$ cat config.mk
export PLATFORM = sky130hd
export DESIGN_NAME = alu_mc
export DESIGN_NICKNAME = d
export VERILOG_FILES = /design/src/rtl/alu_pkg.sv /design/src/rtl/alu_core.sv /design/src/rtl/alu_mc.sv
export SDC_FILE = /design/constraint.sdc
export NUM_CORES = 1
export LEC_CHECK = 0
export CELL_PAD_IN_SITES_DETAIL_PLACEMENT = 1
export CELL_PAD_IN_SITES_GLOBAL_PLACEMENT = 1
export CORE_MARGIN = 5
export CORE_UTILIZATION = 48
export DETAILED_ROUTE_END_ITERATION = 12
export GPL_ROUTABILITY_DRIVEN = 0
export PLACE_DENSITY = 0.95
export SYNTH_ARGS = -nofsm -noshare
export SYNTH_HDL_FRONTEND = slang
export SYNTH_SLANG_ARGS = --single-unit
$ cat constraint.sdc
create_clock -name clk -period 7.4 [get_ports clk]
set_clock_uncertainty 0.05 [all_clocks]
set_input_delay 1.85 -clock clk [delete_from_list [all_inputs] [get_ports clk]]
set_output_delay 1.85 -clock clk [all_outputs]
set_load 0.02 [all_outputs]
$ cat src/rtl/alu_pkg.sv
// Opcode set and shared helpers for the multi-cycle ALU.
package alu_pkg;

   localparam int OP_W = 4;

   typedef enum logic [OP_W-1:0] {
      OP_ADD  = 4'd0,
      OP_SUB  = 4'd1,
      OP_SHL1 = 4'd2,
      OP_ASR1 = 4'd3,
      OP_LSR1 = 4'd4,
      OP_NOT  = 4'd5,
      OP_AND  = 4'd6,
      OP_XOR  = 4'd7,
      OP_RXOR = 4'd8,
      OP_SHLN = 4'd9,
      OP_LSRN = 4'd10,
      OP_MUL  = 4'd11,
      OP_CLRF = 4'd12
   } alu_op_e;

   // Opcodes that need the iterative datapath; values 13-15 fall through as NOPs.
   function automatic logic is_multi(input alu_op_e op);
      return (op == OP_SHLN) || (op == OP_LSRN) || (op == OP_MUL);
   endfunction

endpackage

$ cat src/rtl/alu_core.sv
// Combinational single-cycle datapath: result plus next shift-carry and parity values.
module alu_core
   import alu_pkg::*;
#(
   parameter int W = 8
) (
   input  alu_op_e      op,
   input  logic [W-1:0] a,
   input  logic [W-1:0] b,
   input  logic         sc_in,
   input  logic         pari_in,
   output logic [W-1:0] r,
   output logic         c_out,
   output logic         p_out
);

   logic [W:0] sum;

   always_comb begin
      sum   = '0;
      r     = '0;
      c_out = sc_in;
      p_out = pari_in;
      case (op)
         OP_ADD: begin
            sum   = {1'b0, a} + {1'b0, b} + {{W{1'b0}}, sc_in};
            r     = sum[W-1:0];
            c_out = sum[W];
            p_out = 1'b0;
         end
         OP_SUB: begin
            sum   = {1'b0, a} + {1'b0, ~b} + {{W{1'b0}}, sc_in};
            r     = sum[W-1:0];
            c_out = sum[W];
            p_out = 1'b0;
         end
         OP_SHL1: begin
            r     = {a[W-2:0], sc_in};
            c_out = a[W-1];
            p_out = 1'b0;
         end
         OP_ASR1: begin
            r     = {a[W-1], a[W-1:1]};
            c_out = a[0];
            p_out = 1'b0;
         end
         OP_LSR1: begin
            r     = {sc_in, a[W-1:1]};
            c_out = a[0];
            p_out = 1'b0;
         end
         OP_NOT: begin
            r     = ~a;
            c_out = 1'b0;
         end
         OP_AND: begin
            r     = a & b;
            c_out = 1'b0;
         end
         OP_XOR: begin
            r     = a ^ b;
            c_out = 1'b0;
         end
         OP_RXOR: begin
            p_out = (^a) ^ pari_in;
            r     = {{(W-1){1'b0}}, p_out};
            c_out = 1'b0;
         end
         // Zero-length shifts finish here: operand passes through, carry kept.
         OP_SHLN, OP_LSRN: begin
            r     = a;
            p_out = 1'b0;
         end
         OP_CLRF: begin
            c_out = 1'b0;
            p_out = 1'b0;
         end
         default: begin
         end
      endcase
   end

endmodule

$ cat src/rtl/alu_mc.sv
// Clocked ALU with start/busy/done handshake, iterative shifts and shift-add multiply.
module alu_mc
   import alu_pkg::*;
#(
   parameter int W     = 8,
   parameter int CMD_W = 4
) (
   input  logic             clk,
   input  logic             reset,
   input  logic             start,
   input  logic [CMD_W-1:0] alu_cmd,
   input  logic [W-1:0]     inA,
   input  logic [W-1:0]     inB,
   output logic [W-1:0]     rslt,
   output logic             done,
   output logic             busy,
   output logic             sc_q,
   output logic             pari_q
);

   localparam int CNT_W = $clog2(W) + 1;
   localparam logic [W-1:0] W_VAL = W'(W);

   typedef enum logic [1:0] {S_IDLE, S_RUN, S_DONE} state_e;

   state_e           state;
   alu_op_e          op_in;
   alu_op_e          op_q;
   logic [CNT_W-1:0] cnt;
   logic [2*W-1:0]   acc;
   logic [2*W-1:0]   prod;
   logic [W-1:0]     mplier;
   logic [2*W-1:0]   prod_nxt;
   logic [W-1:0]     shift_nxt;
   logic             shift_out;
   logic [W-1:0]     core_r;
   logic             core_c;
   logic             core_p;

   assign op_in = alu_op_e'(alu_cmd);

   alu_core #(.W(W)) u_core (
      .op      (op_in),
      .a       (inA),
      .b       (inB),
      .sc_in   (sc_q),
      .pari_in (pari_q),
      .r       (core_r),
      .c_out   (core_c),
      .p_out   (core_p)
   );

   // One step of the iterative datapath; acc is the shifted operand or multiplicand.
   always_comb begin
      prod_nxt  = mplier[0] ? (prod + acc) : prod;
      shift_nxt = '0;
      shift_out = 1'b0;
      if (op_q == OP_LSRN) begin
         shift_nxt = {1'b0, acc[W-1:1]};
         shift_out = acc[0];
      end else begin
         shift_nxt = {acc[W-2:0], 1'b0};
         shift_out = acc[W-1];
      end
   end

   always_ff @(posedge clk) begin
      if (reset) begin
         state  <= S_IDLE;
         op_q   <= OP_ADD;
         cnt    <= '0;
         acc    <= '0;
         prod   <= '0;
         mplier <= '0;
         rslt   <= '0;
         done   <= 1'b0;
         busy   <= 1'b0;
         sc_q   <= 1'b0;
         pari_q <= 1'b0;
      end else begin
         done <= 1'b0;
         case (state)
            S_RUN: begin
               cnt <= cnt - 1'b1;
               if (op_q == OP_MUL) begin
                  prod   <= prod_nxt;
                  acc    <= acc << 1;
                  mplier <= mplier >> 1;
               end else begin
                  acc <= {{W{1'b0}}, shift_nxt};
               end
               if (cnt == CNT_W'(1)) begin
                  state  <= S_DONE;
                  busy   <= 1'b0;
                  done   <= 1'b1;
                  pari_q <= 1'b0;
                  if (op_q == OP_MUL) begin
                     rslt <= prod_nxt[W-1:0];
                     sc_q <= |prod_nxt[2*W-1:W];
                  end else begin
                     rslt <= shift_nxt;
                     sc_q <= shift_out;
                  end
               end
            end
            default: begin
               state <= S_IDLE;
               if (start) begin
                  if (is_multi(op_in) && !(op_in != OP_MUL && inB == '0)) begin
                     state  <= S_RUN;
                     busy   <= 1'b1;
                     op_q   <= op_in;
                     acc    <= {{W{1'b0}}, inA};
                     prod   <= '0;
                     mplier <= inB;
                     if (op_in == OP_MUL || inB >= W_VAL)
                        cnt <= CNT_W'(W);
                     else
                        cnt <= inB[CNT_W-1:0];
                  end else begin
                     state  <= S_DONE;
                     done   <= 1'b1;
                     rslt   <= core_r;
                     sc_q   <= core_c;
                     pari_q <= core_p;
                  end
               end
            end
         endcase
      end
   end

endmodule

* After elaboration in Yosys (flattened, before gate mapping)
Cells that the tools add are included.
Storage, ports and cells: register bits 62, input port bits 23, output and inout bits 12, word-level logic and storage cells 116
Operators by class: add/sub/neg operators 6, order comparisons 1, equal/unequal tests 20, muxes and demuxes 47, bitwise logic cells 6, reduce and logical (&&, ||, !) cells 25
Operators with widths (number):
- $mux W16 | 9
- $mux W8 | 10
- $pmux W8 S10 | 1
- $eq A4 B4 Y1 const B | 7
- $add A8 B8 Y9 | 2
- $add A9 B1 Y9 | 2
- $mux W1 | 17
- $add A16 B16 Y16 | 1
- $eq A4 B3 Y1 const B | 4
- $mux W4 | 4
- $not A8 Y8 | 2
- $reduce_or A8 Y1 | 2
- $reduce_and A3 Y1 | 4
- $and A8 B8 Y8 | 1
- $eq A4 B1 Y1 const B | 2
- $eq A4 B2 Y1 const B | 2
- $ge A8 B4 Y1 const B | 1
- $logic_not A8 Y1 | 1
- $mux W2 | 4
- $reduce_and A4 Y1 | 2
- $reduce_xor A8 Y1 | 1
- $xor A8 B8 Y8 | 1
- $reduce_bool A6 Y1 | 1
- $pmux W1 S5 | 1
- other kinds (17) | 23

* Longest topological paths before layout
Gate-level depths: netlist (run 1).
depth in word-level cells 7, depth in mapped cells 12, gate-level depth less buffers 12

* Hierarchy
Synthesis (run 1) repeated with hierarchy kept, for this count alone.
Second synthesis, totals: cell total of the unflattened synthesis 636, area, all modules 5107.4 sq um
By module, submodules not included:
- alu_mc | times used 1, cells an instance 437, area an instance 3636.0 sq um, sequential area each 1241.2 sq um
- alu_core | times used 1, cells an instance 199, area an instance 1471.4 sq um, sequential area each 0.0 sq um

* Worst setup path before layout (run 1)
No wires, ideal clock.
kind input-to-reg, start point input inA[0], end point register rslt[6], library setup time 0.091 ns, arrival 3.872 ns, data required time 7.259 ns, path slack 3.387 ns, stages on the path 10, path buffers 0, path through inv_1 -> fa_1 -> fa_1 -> o21bai_1 -> a21oi_1 -> o31ai_1 -> a21oi_1 -> a21oi_1 -> o21ai_0 -> a311oi_1
Between the ends: cells in the longest elaborated chain, start to end 6, elaborated cells on any way between the ends 8, classes of those cells 4 x add/sub; 4 x mux
RTL lines:
- start: declaration | line alu_mc.sv:12 | input logic [W-1:0] inA,
- $add A8 B8 Y9, on equally long branches | line alu_core.sv:32, alu_core.sv:26
- $add A9 B1 Y9, on equally long branches | line alu_core.sv:32, alu_core.sv:26
- $pmux W8 S10 * | line alu_core.sv:24 | case (op)
- $mux W8 * | line alu_mc.sv:109 | if (is_multi(op_in) && !(op_in != OP_MUL && inB == '0)) begin
- $mux W8 * | line alu_mc.sv:108 | if (start) begin
- $mux W8 * | line alu_mc.sv:82 | case (state)
- end signal: assignment | line alu_mc.sv:98 | rslt <= prod_nxt[W-1:0];
- end signal: assignment | line alu_mc.sv:101 | rslt <= shift_nxt;
- end signal: assignment | line alu_mc.sv:123 | rslt <= core_r;
- end: declaration | line alu_mc.sv:14 | output logic [W-1:0] rslt,
Mark *: on every way between the ends. The rest lies on a longest branch, timed or not. The select of a mux whose other input is x is not followed. A chain may end at the register's enable or synchronous reset.

* Worst setup path in the final report (run 1)
start point input alu_cmd[3], end point register prod[1]
Between the ends: cells in the longest elaborated chain, start to end 6, elaborated cells on any way between the ends 11, classes of those cells 4 x eq/ne; 7 x reduce/logical
RTL lines:
- start: declaration | line alu_mc.sv:11 | input logic [CMD_W-1:0] alu_cmd,
- $eq A4 B4 Y1 / $ne A4 B4 Y1 (equally long branches) | line alu_pkg.sv:24, alu_mc.sv:109
- $logic_or A1 B1 Y1 / $logic_and A1 B1 Y1 (equally long branches) | line alu_pkg.sv:24, alu_mc.sv:109
- $logic_or A1 B1 Y1 / $logic_not A1 Y1 (equally long branches) | line alu_pkg.sv:24, alu_mc.sv:109
- $logic_and A1 B1 Y1 * | line alu_mc.sv:109
- $reduce_bool A2 Y1 (no source line) *
- $reduce_and A3 Y1 (no source line) *
- end signal: assignment | line alu_mc.sv:86 | prod <= prod_nxt;
- end: declaration | line alu_mc.sv:31 | logic [2*W-1:0] prod;
Mark *: on every way between the ends. The rest lies on a longest branch, timed or not.

==> summary.md, run 1 <==
| Metric | Value |
|---|---|
| Height of the die | `114 um` |
| Commonest cells post-synth | `nand2_1 (86), nor2_1 (78), dfxtp_1 (62)` |
| Critical Path End Type | `flip-flop` |
| Maximum vdd drop | `just under 0.09 mV` |
| DRT Wirelength | `~18000 um` |
| Worst-path fanout max | `22` |
| Unrepaired setup endpoints after global routing | `false` |
| Final-report hold violation count | `0` |
| Final TNS setup | `0 ns` |
| Initial Utilization | `0.486` |
| Antenna Cells | `0` |
| Synth area leader | `dfxtp_1` |
| Top_reg_cell synth | `dfxtp_1` |
| Hold_buf cts | `0` |
| Share of the synthesized area in the top cell type | `0.238` |
| WL/cell | `21.1 um` |
| Width of the die | `~110 um` |
| Top-count cell post-synth | `nand2_1` |
| Worst setup margin | `between 1.5 and 2 ns` |
| Total of max-cap violations | `0` |
| Clock latency on the worst-skew pair | `between 0.3 and 0.4 ns` |
| Drc violations | `0` |
| PD cells | `147 mW/mm2` |
| Yosys warnings | `0` |
| Vias in the first global route | `between 5000 and 6000` |
| LEAKAGE | `around 2.1 nW` |
| Setup Viol. Count Final | `0` |
| Reg clk slew, reported paths | `around 0.07 ns` |
| Htree depth | `3` |
| Post_cts resized | `0` |
| Area growth, synth to finish | `9.97%` |
| Layout Nets | `between 700 and 800` |
| Fraction of layout cells with a size suffix above 1 | `0.0552` |
| Ports | `35` |
| DP Worst Slack | `1.45 ns` |
| Routed vias/inst | `6.45` |
| Max stage delay on crit path | `0.94 ns` |
| Crit start category | `input port` |
| Initial antenna violation count | `0` |
| #FFs+latches synth | `between 60 and 70` |
| Final ANT Viol Nets | `0` |
| Site Rows | `38` |
| Register area share after synthesis | `0.238` |
| Max Slew Vio Count | `0` |
| IO buf count | `34` |
| Total GRT Usage | `0.281` |
| Core area | `around 0.011 mm2` |
| FMAX | `roughly 170 MHz` |
| Mapped cell area | `0.00522 mm2` |
| FFs w/ async S/R, synth | `0` |
| Largest net degree at the start of global routing | `64` |
| Outcome | `finished clean` |
| Postcts setup bufs | `0` |
| CTS Buf Count | `9` |
| Die ar. | `roughly 0.013 mm2` |
| Top cells by area, synth | `dfxtp_1 (24%), ha_1 (7.9%), nand2_1 (6.2%), nor2_1 (5.6%), a21oi_1 (5.3%)` |
| Slew @ Worst Pin | `approximately 1.2 ns` |
| Vias | `between 5000 and 6000` |
| Slowest cell on the critical path | `clkdlybuf4s50_1` |
| # clock sinks | `62` |
| First drt pass iteration count | `4` |
| Worst min path class | `flip-flop to flip-flop` |
| Synthesized Nets | `762` |
| Syn avg cell area | `~7.4 um2` |
| Worst endpoint required time | `7.57 ns` |
| Crit path cell chain | `clkdlybuf4s50_1 -> nor2b_1 -> nand2_1 -> a21oi_1 -> nand2_1 -> nand2_1 -> o21ai_0 -> a32oi_1 -> nor2_1` |
| Clock Path Buffers | `2` |
| Rel. slew slack | `0.177` |
| CP Class | `input port to flip-flop` |
| Netlist cell types | `73` |
| Post-synth EDFFs | `0` |
| CTS tree | `done` |
| CP dominant cell by count | `nand2_1` |
| GR Overflow Total | `0` |
| First-pass GRT wire length | `a little under 30000 um` |
| Crit path DAT | `around 6 ns` |
| Crit share post-route | `0.782` |
| Minimum clock period | `~5.8 ns` |
| Synth Instances | `701` |
| Clock root cell | `clkbuf_8` |
| Dpl hpwl | `between 10000 and 15000 um` |
| Iteration-0 DRC Markers | `roughly 350` |
[worst paths after layout]
check | from | to | slack (ns) | depth (start not counted)
max | alu_cmd[3] | prod[1]$_SDFFE_PP0P_ | 1.61 | 9
min | busy$_SDFFE_PP0P_ | busy$_SDFFE_PP0P_ | 0.43 | 2
max reg2reg | acc[0]$_SDFFE_PP0P_ | sc_q$_SDFFE_PP0P_ | 4.05 | 10
min reg2reg | busy$_SDFFE_PP0P_ | busy$_SDFFE_PP0P_ | 0.43 | 2
[kinds of logic (layout without fill, tap and decap cells)]
logic type	Yosys count	count (layout)	share of synthesized area
AND/OR/NAND/NOR	245	245	0.218
AO/OA/AOI/OAI	239	239	0.314
buffers and inverters	79	84	0.0635
flip-flops	62	62	0.238
adder cells (fa/ha/maj)	38	38	0.0983
XOR/XNOR	19	19	0.0319
multiplexers	19	19	0.0364
[sequential cells by signal, indices dropped and copies added (netlist names)]
| signal | cells |
|---|---|
| acc | 16 |
| prod | 16 |
| mplier | 8 |
| rslt | 8 |
| cnt | 4 |
| op_q | 4 |
| state | 2 |
| busy | 1 |
| done | 1 |
| pari_q | 1 |
| sc_q | 1 |
[area by class of cell]
class	instances	area (um2)
Sequential cell	62	1240
Clock inverter	3	20.0
Multi-Input combinational cell	560	3650
Fill cell	1352	5000
Tap cell	140	175
Clock buffer	12	155
Inverter	27	101
Timing Repair Buffer	42	395
[power by group]
group          internal, mW  switching, mW  total, mW  leakage, nW
Clock                 0.137          0.139      0.277       0.0845
Combinational        0.0815          0.130      0.211         1.51
Sequential            0.345         0.0116      0.357        0.504
[layer usage]
layer | GRT usage | vias to the layer above | wire (um)
met5 | 0 | - | 0
met4 | 0.118 | 0 | 542
met3 | 0.0428 | 41 | 834
met2 | 0.502 | 188 | 9090
met1 | 0.335 | 2669 | 7350
li1 | - | 2562 | -
[cells in the final DEF (no fill, tap or decap), types with 7 or more instances in the layout]
cell type         n
clkdlybuf4s50_1  33
o22ai_1           8
o21ai_0          39
nand2b_1          8
nand2_1          86
mux2i_1          19
o211ai_1          7
a211oi_1         16
xnor2_1          13
ha_1             33
clkbuf_8         11
a21oi_1          55
nor3_1           10
dfxtp_1          62
a311oi_1         19
inv_1            27
buf_4             8
a31oi_1          12
nor2b_1          14
a22oi_1          18
nor2_1           78
nand3_1          12
[critical path: cells and delay by family]
kind | cells | cell delay (ns)
AND/OR/NAND/NOR | 5 | 1.92
AO/OA/AOI/OAI | 3 | 1.24
buffers and inverters | 1 | 0.94
[through the flow]
step | instance area [um2] | hold slack, ns | utilization | std cells | power (mW)
floorplan | 5220 | 0.386 | - | 701 | 0.500
global placement | 5570 | 0.400 | 0.518 | 831 | 0.556
detailed placement | 5570 | 0.420 | 0.518 | 831 | 0.569
CTS | 5740 | 0.431 | 0.534 | 846 | 0.847
global route | 5740 | 0.451 | 0.534 | 846 | 0.881
finish | 5740 | 0.426 | 0.534 | 846 | 0.845
No activity file was read; power rests on OpenSTA's default activity.
==> run 2: changes to the inputs <==
--- a/config.mk
+++ b/config.mk
@@ -8,10 +8,10 @@
 export CELL_PAD_IN_SITES_DETAIL_PLACEMENT = 1
 export CELL_PAD_IN_SITES_GLOBAL_PLACEMENT = 1
 export CORE_MARGIN = 5
-export CORE_UTILIZATION = 48
+export CORE_UTILIZATION = 40
 export DETAILED_ROUTE_END_ITERATION = 12
 export GPL_ROUTABILITY_DRIVEN = 0
-export PLACE_DENSITY = 0.95
+export PLACE_DENSITY = 0.85
 export SYNTH_ARGS = -nofsm -noshare
 export SYNTH_HDL_FRONTEND = slang
 export SYNTH_SLANG_ARGS = --single-unit
==> constraint.sdc (replaced) <==
create_clock -name clk -period 5.2 [get_ports clk]
set_clock_uncertainty 0.05 [all_clocks]
set_input_delay 1.3 -clock clk [delete_from_list [all_inputs] [get_ports clk]]
set_output_delay 1.3 -clock clk [all_outputs]
set_load 0.02 [all_outputs]
==> run 2 against run 1 <==
- setup slack got worse by 0.67 ns
- total power rose by 72%
- combinational power is 43% higher
- sequential cell count stayed put
- clock power grew 130%
- critical path depth rose by 2
- worst hold slack got worse by 0.0069 ns
- non-clock buffer count is 9 higher
- count of clock-buffer cells in the layout shrank 2
- largest power group is now the clock network
- core utilization down 6.4 points
- register-to-register slack worse by 2.3 ns
==> summary.md, run 2 (synthesis results as in run 1) <==
| Metric | Value |
|---|---|
| Width of the die | `124 um (was 114 um)` |
| Max Slew Vio Count | `0 (unchanged)` |
| Minimum clock period | `roughly 4.3 ns` |
| Ports | `35 (unchanged)` |
| Fill count | `1635 (was 1352)` |
| Postcts setup bufs | `0 (unchanged)` |
| Net Sw Frac | `0.288 (was 0.332)` |
| FMAX | `235 MHz` |
| Area growth, synth to finish | `14.6% (was 9.97%)` |
| Total of max-cap violations | `0 (unchanged)` |
| Final ANT Viol Nets | `0 (unchanged)` |
| LEAKAGE | `2.21 nW (was 2.10 nW)` |
| Routed vias/inst | `6.22 (was 6.45)` |
| Critical path's top delay family | `compound AO/OA/AOI/OAI gates (was simple AND/OR/NAND/NOR gates)` |
| Htree depth | `3 (unchanged)` |
| PD cells | `243 mW/mm2 (was 147 mW/mm2)` |
| Critical Path End Type | `flip-flop (unchanged)` |
| Clock latency on the worst-skew pair | `0.33 ns (was 0.37 ns)` |
| WL/cell | `20.0 um (was 21.1 um)` |
| Crit share post-route | `0.819` |
| Drc violations | `0 (unchanged)` |
| Buf+Inv Stages, Crit Path | `2 (was 1)` |
| Largest net degree at the start of global routing | `63 (was 64)` |
| First drt pass iteration count | `4 (unchanged)` |
| Crit start category | `input port (unchanged)` |
| Reg clk slew, reported paths | `0.05 ns (was 0.07 ns)` |
| CTS tree | `done (unchanged)` |
| Slew @ Worst Pin | `0.767 ns (was 1.22 ns)` |
| Final non-filler cell total | `886 (was 846)` |
| Final TNS setup | `0 ns (unchanged)` |
| Dpl hpwl | `13000 um (was 12900 um)` |
| IO buf count | `34 (unchanged)` |
| Post_cts resized | `0 (unchanged)` |
| Core area | `0.0127 mm2 (was 0.0107 mm2)` |
| Clock Path Buffers | `2 (unchanged)` |
| # clock sinks | `62 (unchanged)` |
| CP Class | `input port to flip-flop (unchanged)` |
| Commonest non-fill, non-tap cell in the layout | `nand2_1 (unchanged)` |
| CP dominant cell by count | `a21oi_1 (was nand2_1)` |
| Largest regs | `acc (16), prod (16) (unchanged)` |
| Clock root cell | `clkbuf_16 (was clkbuf_8)` |
| Height of the die | `124 um (was 114 um)` |
| DRT Wirelength | `17800 um (about the same)` |
| Total GRT Usage | `0.227 (was 0.281)` |
| Outcome | `finished clean (unchanged)` |
| Initial antenna violation count | `0 (unchanged)` |
| Initial Utilization | `0.410 (was 0.486)` |
| Iteration-0 DRC Markers | `354 (was 345)` |
| Sequential share of power | `0.349 (was 0.422)` |
| Cell internal pwr | `1.04 mW (was 0.564 mW)` |
| Slowest cell on the critical path | `clkdlybuf4s50_1 (unchanged)` |
| Layout Nets | `772 (was 763)` |
| Post-layout util | `0.470 (was 0.534)` |
| First-pass GRT wire length | `29600 um (was 29500 um)` |
| GR Overflow Total | `0 (unchanged)` |
| Unrepaired setup endpoints after global routing | `false (unchanged)` |
| Crit path cell chain | `clkdlybuf4s50_1 -> inv_1 -> fa_1 -> fa_1 -> o21bai_1 -> a21oi_1 -> o31ai_1 -> a21oi_1 -> a21oi_1 -> o21ai_0 -> a311oi_1 (was clkdlybuf4s50_1 -> nor2b_1 -> nand2_1 -> a21oi_1 -> nand2_1 -> nand2_1 -> o21ai_0 -> a32oi_1 -> nor2_1)` |
| Clk pwr share | `0.444 (was 0.328)` |
| Worst min path class | `flip-flop to flip-flop (unchanged)` |
| Site Rows | `41 (was 38)` |
| Hold_buf cts | `0 (unchanged)` |
| Maximum vdd drop | `0.154 mV (was 0.0892 mV)` |
| Crit path DAT | `4.45 ns (was 5.96 ns)` |
| Antenna Cells | `0 (unchanged)` |
| Comb pwr share | `0.207 (was 0.250)` |
| CTS Buf Count | `9 (unchanged)` |
| Die ar. | `0.0154 mm2 (was 0.0131 mm2)` |
| Worst endpoint required time | `5.39 ns (was 7.57 ns)` |
| Setup Viol. Count Final | `0 (unchanged)` |
| Fraction of layout cells with a size suffix above 1 | `0.0672 (was 0.0552)` |
| Worst-path fanout max | `7 (was 22)` |
| Final-report hold violation count | `0 (unchanged)` |
| Rel. slew slack | `0.483 (was 0.177)` |
| Switching power total | `0.420 mW (was 0.281 mW)` |
| Vias | `5515 (was 5460)` |
| Vias in the first global route | `5768 (was 5712)` |
| Dpl cells | `872 (was 831)` |
| Max stage delay on crit path | `0.63 ns (was 0.94 ns)` |
| Most frequent cells in the layout | `nand2_1 (86), nor2_1 (78), dfxtp_1 (62), a21oi_1 (55), o21ai_0 (39) (unchanged)` |
-- run 2: changes by cell type in the layout (fill, tap and decap cells not counted), sizes merged --
cell | before | now
clkinvlp | 2 | 1
bufinv | 0 | 2
clkbuf | 12 | 10
buf | 9 | 18
-- run 2: path summary, 6_finish.rpt --
| path | slack (ns) | to | startpoint | depth (start not counted) |
|---|---|---|---|---|
| max | 0.94 | rslt[6]$_SDFFE_PP0P_ | inA[0] | 11 |
| min | 0.42 | busy$_SDFFE_PP0P_ | busy$_SDFFE_PP0P_ | 2 |
| max reg2reg | 1.75 | sc_q$_SDFFE_PP0P_ | acc[0]$_SDFFE_PP0P_ | 10 |
| min reg2reg | 0.42 | busy$_SDFFE_PP0P_ | busy$_SDFFE_PP0P_ | 2 |
-- run 2: area by class of cell --
type                       count  area (um2)  share of cell area
multi-input combinational    560        3650               0.610
sequential                    62        1240               0.207
timing repair buffer          51         463              0.0774
clock buffer                  10         239              0.0399
tap                          172         215              0.0360
inverter                      27         101              0.0169
clock inverter                 4        72.6              0.0121
-- run 2: stage by stage --
step / total power [mW] / hold slack (ns) / area (um2) / worst slack [ns]
global route: 1.52 / 0.442 / 5980 / 0.702
CTS: 1.46 / 0.424 / 5980 / 0.983
detailed placement: 0.814 / 0.417 / 5670 / 0.628
global placement: 0.799 / 0.399 / 5670 / 0.870
finish: 1.46 / 0.420 / 5980 / 0.942
floorplan: 0.712 / 0.386 / 5220 / 1.74
-- run 2: metal layers --
metal | global-route usage | share of wire | vias to the layer above
li1 | - | - | 2583
met5 | 0 | 0 | -
met3 | 0.0455 | 0.045 | 44
met1 | 0.277 | 0.43 | 2724
met4 | 0.0967 | 0.032 | 0
met2 | 0.389 | 0.49 | 164
-- run 2: power groups by stage --
stage	clock, mW	sequential [mW]	combinational [mW]
4_1_cts	0.656	0.508	0.299
2_1_floorplan	0	0.520	0.191
5_1_grt	0.676	0.510	0.329
6_report	0.647	0.508	0.302
3_5_place_dp	0	0.518	0.296
3_3_place_gp	0	0.517	0.282
-- run 2: tightest hold or removal path, cell delays in order, from the launching register on --
cell and delay, ns:
dfxtp_1 0.31, nand2_1 0.05, a21oi_1 0.06
==> run 3: changes to the inputs <==
==> constraint.sdc (replaced) <==
create_clock -name clk -period 3.7 [get_ports clk]
set_clock_uncertainty 0.05 [all_clocks]
set_input_delay 0.925 -clock clk [delete_from_list [all_inputs] [get_ports clk]]
set_output_delay 0.925 -clock clk [all_outputs]
set_load 0.02 [all_outputs]
==> run 3 against run 2 <==
- via count increased by 4.5%
- worst hold slack worse by 0.0091 ns
- sequential cell count stayed put
- combinational power up 53%
- clock power rose by 52%
- total power up 48%
- largest cell class unchanged
- global-route usage rose by 0.91 points
- count of clock-buffer cells in the layout unchanged
==> summary.md, run 3 (synthesis results as in run 1) <==
| Metric | Value |
|---|---|
| Height of the die | `124 um (unchanged)` |
| Clock root cell | `clkbuf_16 (unchanged)` |
| Worst-path fanout max | `5 (was 7)` |
| Worst endpoint required time | `3.84 ns (was 5.39 ns)` |
| Setup Viol. Count Final | `0 (unchanged)` |
| Core area | `0.0127 mm2 (unchanged)` |
| Minimum clock period | `around 3.5 ns` |
| Unrepaired setup endpoints after global routing | `false (unchanged)` |
| Ports | `35 (unchanged)` |
| Initial Utilization | `0.410 (unchanged)` |
| Worst setup margin | `0.160 ns (was 0.942 ns)` |
| DRT Wirelength | `18700 um (was 17800 um)` |
| PD cells | `347 mW/mm2 (was 243 mW/mm2)` |
| Routed vias/inst | `6.30 (was 6.22)` |
| Outcome | `finished clean (unchanged)` |
| Iteration-0 DRC Markers | `416 (was 354)` |
| Rel. slew slack | `0.484 (was 0.483)` |
| Antenna Cells | `0 (unchanged)` |
| Vias in the first global route | `6014 (was 5768)` |
| Worst min path class | `flip-flop to flip-flop (unchanged)` |
| Crit start category | `flip-flop (was input port)` |
| First-pass GRT wire length | `30400 um (was 29600 um)` |
| Area growth, synth to finish | `19.4% (was 14.6%)` |
| First drt pass iteration count | `5 (was 4)` |
| Hold_buf cts | `0 (unchanged)` |
| Slew @ Worst Pin | `0.754 ns (was 0.767 ns)` |
| Critical Path End Type | `flip-flop (unchanged)` |
| CTS Buf Count | `9 (unchanged)` |
| Area post-placement | `0.00589 mm2 (was 0.00567 mm2)` |
| Vias | `5762 (was 5515)` |
| Layout Nets | `799 (was 772)` |
| Htree depth | `3 (unchanged)` |
| Clock latency on the worst-skew pair | `0.34 ns (was 0.33 ns)` |
| Total of max-cap violations | `0 (unchanged)` |
| GR Overflow Total | `0 (unchanged)` |
| Dpl cells | `899 (was 872)` |
| Die ar. | `0.0154 mm2 (unchanged)` |
| Total GRT Usage | `0.237 (was 0.227)` |
| FMAX | `about 280 MHz` |
| Fill count | `1615 (was 1635)` |
| Fraction of layout cells with a size suffix above 1 | `0.104 (was 0.0672)` |
| IO buf count | `34 (unchanged)` |
| Multi-input logic area | `0.00366 mm2 (was 0.00365 mm2)` |
| Final-report hold violation count | `0 (unchanged)` |
| Maximum vdd drop | `0.266 mV (was 0.154 mV)` |
| Final non-filler cell total | `915 (was 886)` |
| # clock sinks | `62 (unchanged)` |
| Drc violations | `0 (unchanged)` |
| Worst hold slack | `0.410 ns (was 0.420 ns)` |
| Sequential cell area | `0.00124 mm2 (unchanged)` |
| Postcts setup bufs | `0 (unchanged)` |
| CTS tree | `done (unchanged)` |
| Commonest non-fill, non-tap cell in the layout | `nand2_1 (unchanged)` |
| Final Cell Area | `0.00623 mm2 (was 0.00598 mm2)` |
| Crit path DAT | `3.68 ns (was 4.45 ns)` |
| Pwr Total | `2.16 mW (was 1.46 mW)` |
| Clock Path Buffers | `2 (unchanged)` |
| Final ANT Viol Nets | `0 (unchanged)` |
| Initial antenna violation count | `0 (unchanged)` |
| Width of the die | `124 um (unchanged)` |
| WL/cell | `20.5 um (was 20.0 um)` |
| Reg clk slew, reported paths | `0.06 ns (was 0.05 ns)` |
| Dpl hpwl | `13800 um (was 13000 um)` |
| Largest net degree at the start of global routing | `37 (was 63)` |
| DP Worst Slack | `-0.133 ns (was 0.628 ns)` |
| Crit share post-route | `0.957` |
| CP Class | `flip-flop to flip-flop (was input port to flip-flop)` |
| LEAKAGE | `2.37 nW (was 2.21 nW)` |
| Site Rows | `41 (unchanged)` |
| Most frequent cells in the layout | `nand2_1 (86), nor2_1 (78), dfxtp_1 (62), a21oi_1 (55), buf_4 (43) (was nand2_1 (86), nor2_1 (78), dfxtp_1 (62), a21oi_1 (55), o21ai_0 (39))` |
| Max Slew Vio Count | `0 (unchanged)` |
| Post_cts resized | `0 (unchanged)` |
| Largest regs | `acc (16), prod (16) (unchanged)` |
==> run 3: cell types whose count changed in the layout (fill, tap and decap cells not counted), sizes merged <==
cell	previous run	this run
bufinv	2	3
buf	18	45
inv	27	28
clkinvlp	1	0
clkinv	1	2
==> run 3: power breakdown <==
group / total (mW) / internal [mW] / switching [mW]
registers: 0.714 / 0.691 / 0.0223
logic: 0.462 / 0.192 / 0.270
clock network: 0.986 / 0.658 / 0.328
total: 2.16 / 1.54 / 0.620
==> run 3: worst paths after layout <==
check	cells past startpoint	slack [ns]	start	to
setup reg to reg	10	0.16	acc[0]$_SDFFE_PP0P_	sc_q$_SDFFE_PP0P_
hold / removal	2	0.41	busy$_SDFFE_PP0P_	busy$_SDFFE_PP0P_
setup / recovery	10	0.16	acc[0]$_SDFFE_PP0P_	sc_q$_SDFFE_PP0P_
hold reg to reg	2	0.41	busy$_SDFFE_PP0P_	busy$_SDFFE_PP0P_
==> run 3: layout make-up <==
type	instances	area share
clock buffers	10	0.0367
clock inverters	6	0.0175
multi-input cells	560	0.587
flip-flops and latches	62	0.199
repair buffers	78	0.109
well taps	172	0.0345
inverters	27	0.0163
==> run 3: critical path, cell delays in order (launching register included) <==
cell,delay (ns)
dfxtp_1,0.37
ha_1,0.27
fa_1,0.43
a21oi_1,0.27
o21ai_1,0.17
a211oi_2,0.39
o21ai_1,0.14
xor2_1,0.18
a2111oi_0,0.72
a31o_1,0.30
o211ai_1,0.12
==> run 3: through the flow <==
stage	TNS (ns)	utilization
final	0	0.490
after global placement	0	0.463
after floorplan	0	-
after CTS	0	0.489
after detailed placement	-0.306	0.463
after global routing	0	0.490
==> run 3: layer usage <==
layer	vias to the layer above	part of all wire	global-route usage	wire (um)
met5	-	0	0	0
met4	0	0.042	0.114	794
met3	58	0.057	0.0364	1070
met2	232	0.49	0.409	9120
met1	2836	0.41	0.285	7730
li1	2636	-	-	-
